File: src/rtl/branch_predictor.sv
// branch_predictor: fetch-side predictor built from a table of 2-bit
// saturating counters (BHT) and a direct-mapped branch target buffer (BTB).
//
// Ports:
//   clk, rst_n        rising-edge clock, synchronous active-low reset
//   fetch_pc          PC being fetched; indexes both tables
//   pred_taken        combinational taken guess for fetch_pc
//   pred_target       BTB target for fetch_pc (meaningful when pred_taken=1)
//   res_*             execute-stage resolution of one instruction per cycle
//   mispredict        registered one-cycle flush pulse
//   redirect_pc       correct fetch PC accompanying mispredict
//   init_busy         high while the post-reset table sweep is running
module branch_predictor #(
  parameter int XLEN     = 32,
  parameter int IDX_BITS = 6,
  parameter int TAG_BITS = XLEN - IDX_BITS - 2
) (
  input  logic            clk,
  input  logic            rst_n,
  input  logic [XLEN-1:0] fetch_pc,
  output logic            pred_taken,
  output logic [XLEN-1:0] pred_target,
  input  logic            res_valid,
  input  logic            res_is_branch,
  input  logic [XLEN-1:0] res_pc,
  input  logic            res_taken,
  input  logic [XLEN-1:0] res_target,
  input  logic            res_pred_taken,
  input  logic [XLEN-1:0] res_pred_target,
  output logic            mispredict,
  output logic [XLEN-1:0] redirect_pc,
  output logic            init_busy
);

  localparam int ENTRIES = 2 ** IDX_BITS;

  typedef enum logic {
    S_INIT,
    S_RUN
  } state_e;

  state_e              state_q, state_d;
  logic [IDX_BITS-1:0] ptr_q, ptr_d;
  logic                init_busy_q, init_busy_d;
  logic                mispredict_q, mispredict_d;
  logic [XLEN-1:0]     redirect_pc_q, redirect_pc_d;

  // Table storage: never reset directly, the INIT sweep rewrites every entry.
  logic [1:0]          cnt_q        [ENTRIES];
  logic                btb_valid_q  [ENTRIES];
  logic [TAG_BITS-1:0] btb_tag_q    [ENTRIES];
  logic [XLEN-1:0]     btb_target_q [ENTRIES];

  logic [IDX_BITS-1:0] fetch_idx, res_idx, tbl_idx;
  logic [TAG_BITS-1:0] fetch_tag, res_tag;
  logic [1:0]          cur_cnt, cnt_wdata;
  logic                cnt_we, btb_we, btb_wvalid, eff_taken;
  logic                unused_fetch_lsbs;

  assign fetch_idx         = fetch_pc[IDX_BITS+1:2];
  assign fetch_tag         = fetch_pc[XLEN-1:IDX_BITS+2];
  assign res_idx           = res_pc[IDX_BITS+1:2];
  assign res_tag           = res_pc[XLEN-1:IDX_BITS+2];
  assign unused_fetch_lsbs = ^fetch_pc[1:0];

  // Lookup reads the stored state only, so a same-cycle update to the same
  // index is seen from the following cycle.
  always_comb begin
    pred_taken  = (state_q == S_RUN) && btb_valid_q[fetch_idx] &&
                  (btb_tag_q[fetch_idx] == fetch_tag) && cnt_q[fetch_idx][1];
    pred_target = btb_target_q[fetch_idx];
  end

  always_comb begin
    state_d       = state_q;
    ptr_d         = ptr_q;
    init_busy_d   = init_busy_q;
    mispredict_d  = 1'b0;
    redirect_pc_d = redirect_pc_q;
    tbl_idx       = res_idx;
    cnt_we        = 1'b0;
    cnt_wdata     = 2'b01;
    btb_we        = 1'b0;
    btb_wvalid    = 1'b0;
    cur_cnt       = cnt_q[res_idx];
    // A non-branch that was predicted taken is a BTB alias: treat as not taken.
    eff_taken     = res_is_branch & res_taken;

    case (state_q)
      S_INIT: begin
        tbl_idx   = ptr_q;
        cnt_we    = 1'b1;
        cnt_wdata = 2'b01;
        btb_we    = 1'b1;
        ptr_d     = ptr_q + 1'b1;
        if (ptr_q == '1) begin
          state_d     = S_RUN;
          init_busy_d = 1'b0;
        end
      end
      S_RUN: begin
        if (res_valid) begin
          if ((eff_taken != res_pred_taken) ||
              (eff_taken && res_pred_taken && (res_target != res_pred_target))) begin
            mispredict_d  = 1'b1;
            redirect_pc_d = eff_taken ? res_target
                                      : res_pc + {{(XLEN-3){1'b0}}, 3'b100};
          end
          if (res_is_branch) begin
            cnt_we = 1'b1;
            if (res_taken) begin
              cnt_wdata  = (cur_cnt == 2'b11) ? 2'b11 : cur_cnt + 2'b01;
              btb_we     = 1'b1;
              btb_wvalid = 1'b1;
            end else begin
              cnt_wdata  = (cur_cnt == 2'b00) ? 2'b00 : cur_cnt - 2'b01;
            end
          end
        end
      end
    endcase
  end

  always_ff @(posedge clk) begin
    if (!rst_n) begin
      state_q       <= S_INIT;
      ptr_q         <= '0;
      init_busy_q   <= 1'b1;
      mispredict_q  <= 1'b0;
      redirect_pc_q <= '0;
    end else begin
      state_q       <= state_d;
      ptr_q         <= ptr_d;
      init_busy_q   <= init_busy_d;
      mispredict_q  <= mispredict_d;
      redirect_pc_q <= redirect_pc_d;
    end
  end

  always_ff @(posedge clk) begin
    if (rst_n && cnt_we) begin
      cnt_q[tbl_idx] <= cnt_wdata;
    end
    if (rst_n && btb_we) begin
      btb_valid_q[tbl_idx]  <= btb_wvalid;
      btb_tag_q[tbl_idx]    <= btb_wvalid ? res_tag : '0;
      btb_target_q[tbl_idx] <= btb_wvalid ? res_target : '0;
    end
  end

  assign mispredict  = mispredict_q;
  assign redirect_pc = redirect_pc_q;
  assign init_busy   = init_busy_q;

endmodule

File: config.mk
export PLATFORM = sky130hd
export DESIGN_NAME = branch_predictor
export DESIGN_NICKNAME = d
export VERILOG_FILES = /design/src/rtl/branch_predictor.sv
export SDC_FILE = /design/constraint.sdc
export NUM_CORES = 2
export LEC_CHECK = 0
export ABC_AREA = 0
export CORE_MARGIN = 2
export CORE_UTILIZATION = 38
export CTS_BUF_LIST = sky130_fd_sc_hd__clkbuf_16
export DETAILED_ROUTE_END_ITERATION = 10
export PLACE_DENSITY = 0.57
export SLEW_MARGIN = 0
export SYNTH_ARGS = -nofsm -noshare
export SYNTH_HDL_FRONTEND = slang
export SYNTH_SLANG_ARGS = --single-unit
File: constraint.sdc
create_clock -name clk -period 5.8 [get_ports clk]
set_clock_uncertainty 0.15 [all_clocks]
set_input_delay 1.16 -clock clk [delete_from_list [all_inputs] [get_ports clk]]
set_output_delay 1.16 -clock clk [all_outputs]
set_load 0.02 [all_outputs]
Word-level counts from Yosys, hierarchy flattened

Memories as Yosys holds them, arrays and structs flattened.
Cells that the tools add are included.

Word-level logic and storage cells: 57
Output and inout bits: 67
Bits in read-only memories: 0
Latch bits: 0
Flip-flop bits (word level): 41
Memories: 4
RAM bits: 3776

Memory list:

| name         | depth | width | read ports | clocked after memory_dff | wr ports | line | source |
|---|---|---|---|---|---|---|---|
| btb_target_q | 64    | 32    | 1          | 0                        | 1        | 52   | `logic [XLEN-1:0] btb_target_q [ENTRIES];` |
| btb_tag_q    | 64    | 24    | 1          | 0                        | 1        | 51   | `logic [TAG_BITS-1:0] btb_tag_q [ENTRIES];` |
| cnt_q        | 64    | 2     | 2          | 0                        | 1        | 49   | `logic [1:0] cnt_q [ENTRIES];` |
| btb_valid_q  | 64    | 1     | 1          | 0                        | 1        | 50   | `logic btb_valid_q [ENTRIES];` |

Divide/modulo/power cells: 0
Add/sub/neg operators: 4
Muxes and demuxes: 25
Equal/unequal tests: 5
Bitwise logic cells: 2
Shift-type cells: 0
Order comparisons: 0
Multipliers: 0
Reductions and logical operators: 12

Operators by type and width:

| cell                                              | count |
|---|---|
| 2-to-1 mux 32 bit                                 | 2 |
| adder 32 x 3 -> 32 bit (second input constant)    | 1 |
| != test 32 bit                                    | 1 |
| == test 24 bit                                    | 1 |
| 2-to-1 mux 24 bit                                 | 1 |
| 2-to-1 mux 1 bit                                  | 13 |
| 2-to-1 mux 2 bit                                  | 5 |
| logical AND 1 bit                                 | 7 |
| adder 6 x 1 -> 6 bit (second input constant)      | 1 |
| == test 6 bit (second input constant)             | 1 |
| 2-to-1 mux 6 bit                                  | 1 |
| AND reduction 3 bit                               | 2 |
| one-hot mux 1 bit (2 select lines)                | 2 |
| one-hot mux 2 bit (2 select lines)                | 1 |
| adder 2 x 1 -> 2 bit (second input constant)      | 1 |
| == test 2 bit (second input constant)             | 1 |
| logical NOT 2 bit                                 | 1 |
| AND reduction 2 bit                               | 1 |
| subtractor 2 x 1 -> 2 bit (second input constant) | 1 |
| AND 1 bit                                         | 1 |
| logical OR 1 bit                                  | 1 |
| != test 1 bit                                     | 1 |
| NOT 1 bit                                         | 1 |

Depth between registers and ports, before layout

Depth after elaboration: 7
Depth in mapped cells: 16

Least setup slack after synthesis

No wires, ideal clock.

Kind: input to register
Start: input port res_pc[2]
End: memory btb_tag_q[11][0] (netlist name), enable pin
Arrival time: 4.943 ns
Library setup time: 0.472 ns
Path slack: 0.235 ns
Required time: 5.178 ns
Cell stages on the path: 8
Path buffers: 3
Path through: buf_2 > buf_1 > inv_1 > nor2_1 > o21a_1 > nand2_1 > clkbuf_1 > nor2_1

Longest elaborated chain between the ends: 1

Ends and longest elaborated chain:

| item               | line | source |
|---|---|---|
| start: declaration | 25   | `input logic [XLEN-1:0] res_pc,` |
| 2-to-1 mux 6 bit   | 89   | `case (state_q)` |
| end: declaration   | 51   |  |

Every way passes these cells.

Final worst setup path

Start: input port fetch_pc[3]
End: output port pred_target[0]

Longest elaborated chain between the ends: 1

Ends and longest elaborated chain:

| item                 | line | source |
|---|---|---|
| start: declaration   | 20   | `input logic [XLEN-1:0] fetch_pc,` |
| memory (64 x 32 bit) | n/a  |  |
| end: declaration     | 22   | `output logic [XLEN-1:0] pred_target,` |

Every way passes these cells.

==> flow_summary.json <==
{
  "synth_top_area_share_pct": 76.7,
  "cpPeakStageDelay_ns": 0.57,
  "drc": 0,
  "post-route-min-period_ns": 5.75,
  "firstDrtPassIters": 5,
  "grt_pass1_wl_um": 626000,
  "cp-start-kind": "primary input",
  "finalHoldViolations": 0,
  "p_leak_nw": 61.8,
  "num-nets-final": 7560,
  "gr-usage-all-layers_pct": 23.0,
  "finalCritPeriodShare_pct": 99.2,
  "cts_root_buffer": "clkbuf_16",
  "multiInputGateArea_um2": 32600,
  "end_kind": "output port",
  "syn_nets": 6710,
  "grt_overflow": 0,
  "syn_to_final_growth_pct": 18.1,
  "power.density_nw_per_um2": 324,
  "yosysTopAreaCell": "edfxtp_1",
  "clk_latency_ns": 0.96,
  "cts.path.max_buffers": 4,
  "core_region_area_um2": 388000,
  "yosysUniqueCellTypes": 65,
  "grt_max_degree": 65,
  "yosysSeqAreaShare_pct": 77.2,
  "peakVddDrop_uv": 240,
  "arrival_ns": 4.44,
  "dpl.cell_count": 12200,
  "cp_cell_sequence": "buf_8, buf_4, buf_12, buf_4, buf_12, buf_12, mux4_2, mux4_2, mux4_2, clkdlybuf4s50_1",
  "rsz0062_at_grt": "yes",
  "hold_ws_ns": 0.330,
  "port_buffers": 198,
  "synthesis.area_um2": 148000,
  "yosys_warnings": 0,
  "die_area_um2": 394000,
  "start_util_pct": 38.1,
  "maxSlewHeadroom_pct": 23.0,
  "hpwl_um": 259000,
  "dr.first_iter.drc_count": 10700,
  "maxSlewViolCount": 0,
  "post_drt_wl_per_cell_um": 35.4,
  "max_freq_mhz": 174,
  "synth_edf_count": 3776,
  "antenna_left": 0,
  "num_io_pins": 201,
  "synth_seq_cells": 3817,
  "critPathSlowestCell": "clkdlybuf4s50_1",
  "cp_num_buf_inv": 7,
  "grt_pass1_vias": 75800,
  "synth.avg_cell_area_um2": 22.5,
  "fillCellCount": 32300,
  "cts_hold_buf": 0,
  "via_per_inst": 5.86,
  "antenna_found_initial": 19,
  "fin_cells": 12900,
  "synth.most_common_cell": "edfxtp_1",
  "fp.dieW_um": 628,
  "drive_gt1_share_pct": 30.8,
  "rows": 229,
  "cpLargestDelayFamily": "buffers and inverters",
  "htreeDepth": 5,
  "yosys-top-cells-count": "3776 x edfxtp_1, 1020 x mux4_2, 208 x mux2i_1, 208 x nor2_1, 162 x nand2_1",
  "worstMarginPinSlew_ns": 1.15,
  "cts_tree": "yes",
  "final-seq-area_um2": 114000,
  "reg2reg_slack_ns": 2.20,
  "synthArstFlopShare_pct": 0,
  "hold_path_class": "flop to flop",
  "synth.area.top_cells": "edfxtp_1 77%, mux4_2 16%, mux2i_1 1.4%, dfxtp_1 0.56%, nor2_1 0.53%",
  "ys.flop_type": "edfxtp_1",
  "vias": 75800,
  "clk_pin_slew_ns": 0.06,
  "clock_sinks": 3817,
  "status": "finished, final reports clean",
  "wl_um": 458000,
  "cts_made_buffers": 386,
  "gp_congestion": 0.808,
  "die_y_um": 628,
  "crit_required_ns": 4.49,
  "path_max_fanout": 27,
  "final-setup-viol-count": 0,
  "postSynthCellCount": 6573,
  "worst-setup-path-type": "primary input to output port",
  "drv_cap": 0,
  "finish.utilization_pct": 45.0
}
## power by group
| part | total [mW] | internal (mW) | switching [mW] |
|---|---|---|---|
| sequential | 29.9 | 29.9 | 0.0185 |
| combinational | 2.42 | 1.06 | 1.36 |
| clock | 24.3 | 13.6 | 10.7 |
## flip-flops by register name (all words and copies together), names as in the netlist
register	count
btb_tag_q	1536
btb_target_q	2048
btb_valid_q	64
cnt_q	128
init_busy	1
mispredict	1
ptr_q	6
redirect_pc	32
state_q	1
## cell type report
| cell class | instances | area share [%] |
|---|---|---|
| clock inverter | 307 | 1.41 |
| multi-input combinational | 2388 | 18.7 |
| sequential | 3817 | 65.4 |
| tap | 5197 | 3.72 |
| timing repair buffer | 815 | 5.18 |
| inverter | 15 | 0.0394 |
| clock buffer | 390 | 5.59 |
| antenna | 12 | 0.0172 |
## through the flow
stage	instance area, µm²	power [mW]	worst slack, ns	TNS, ns
floorplan	148000	31.8	0.235	0
global placement	162000	32.9	-0.322	-0.761
detailed placement	162000	33.0	-0.236	-0.955
CTS	175000	57.0	0.0237	0
global route	175000	58.1	-0.0198	-0.0198
finish	175000	56.7	0.0489	0
## path summary, 6_finish.rpt
check | startpoint | end | cells past startpoint
hold reg to reg | init_busy | init_busy | 2
setup / recovery | fetch_pc[3] | pred_target[0] | 10
hold / removal | init_busy | init_busy | 2
setup reg to reg | state_q | btb_tag_q[17][15] | 7
## worst register-to-register path: stages (launching register included)
cell and delay [ns]:
dfxtp_1 0.33, buf_4 0.24, nor2b_1 0.29, o21a_1 0.26
nand2_1 0.51, buf_4 0.44, nor2_4 0.63, buf_4 0.40
## placed cells by master (no fill, tap or decap), types with 70 or more instances in the layout
master / Yosys / routed
nand2_1: 162 / 160
mux4_2: 1020 / 1020
edfxtp_1: 3776 / 3776
inv_1: 13 / 79
buf_4: 30 / 443
nor2_1: 208 / 139
clkdlybuf4s50_1: 0 / 164
mux2i_1: 208 / 206
clkinv_2: 0 / 70
clkbuf_16: 0 / 390
buf_12: 1 / 184
clkinv_1: 2 / 89
## per-layer routing
| layer | up-vias | track usage, % | share of wire (%) |
|---|---|---|---|
| met4 | 4 | 7.67 | 3.8 |
| li1 | 29600 | - | - |
| met5 | - | 0 | 0.0070 |
| met2 | 3714 | 37.2 | 48 |
| met3 | 696 | 3.15 | 8.1 |
| met1 | 41700 | 32.2 | 40 |
## cells by family (layout without fill, tap and decap cells)
family | after synthesis | in the layout | share of synthesized area (%)
xor+xnor | 90 | 90 | 0.533
fa+ha+maj | 4 | 4 | 0.0322
flops | 3817 | 3817 | 77.2
compound gates | 375 | 375 | 1.77
buf+inv | 368 | 1527 | 1.18
other cells | 0 | 12 | 0
mux | 1246 | 1246 | 17.1
simple gates | 673 | 673 | 2.18
## timing repair
item / in CTS / in global routing
cloned: 1 / 0
endpoints found under the setup margin: 13 / 5
resized for setup: 13 / 28
pin swaps: 0 / 1
setup buffers: 0 / 0
Power figures use the tool's default switching activity.
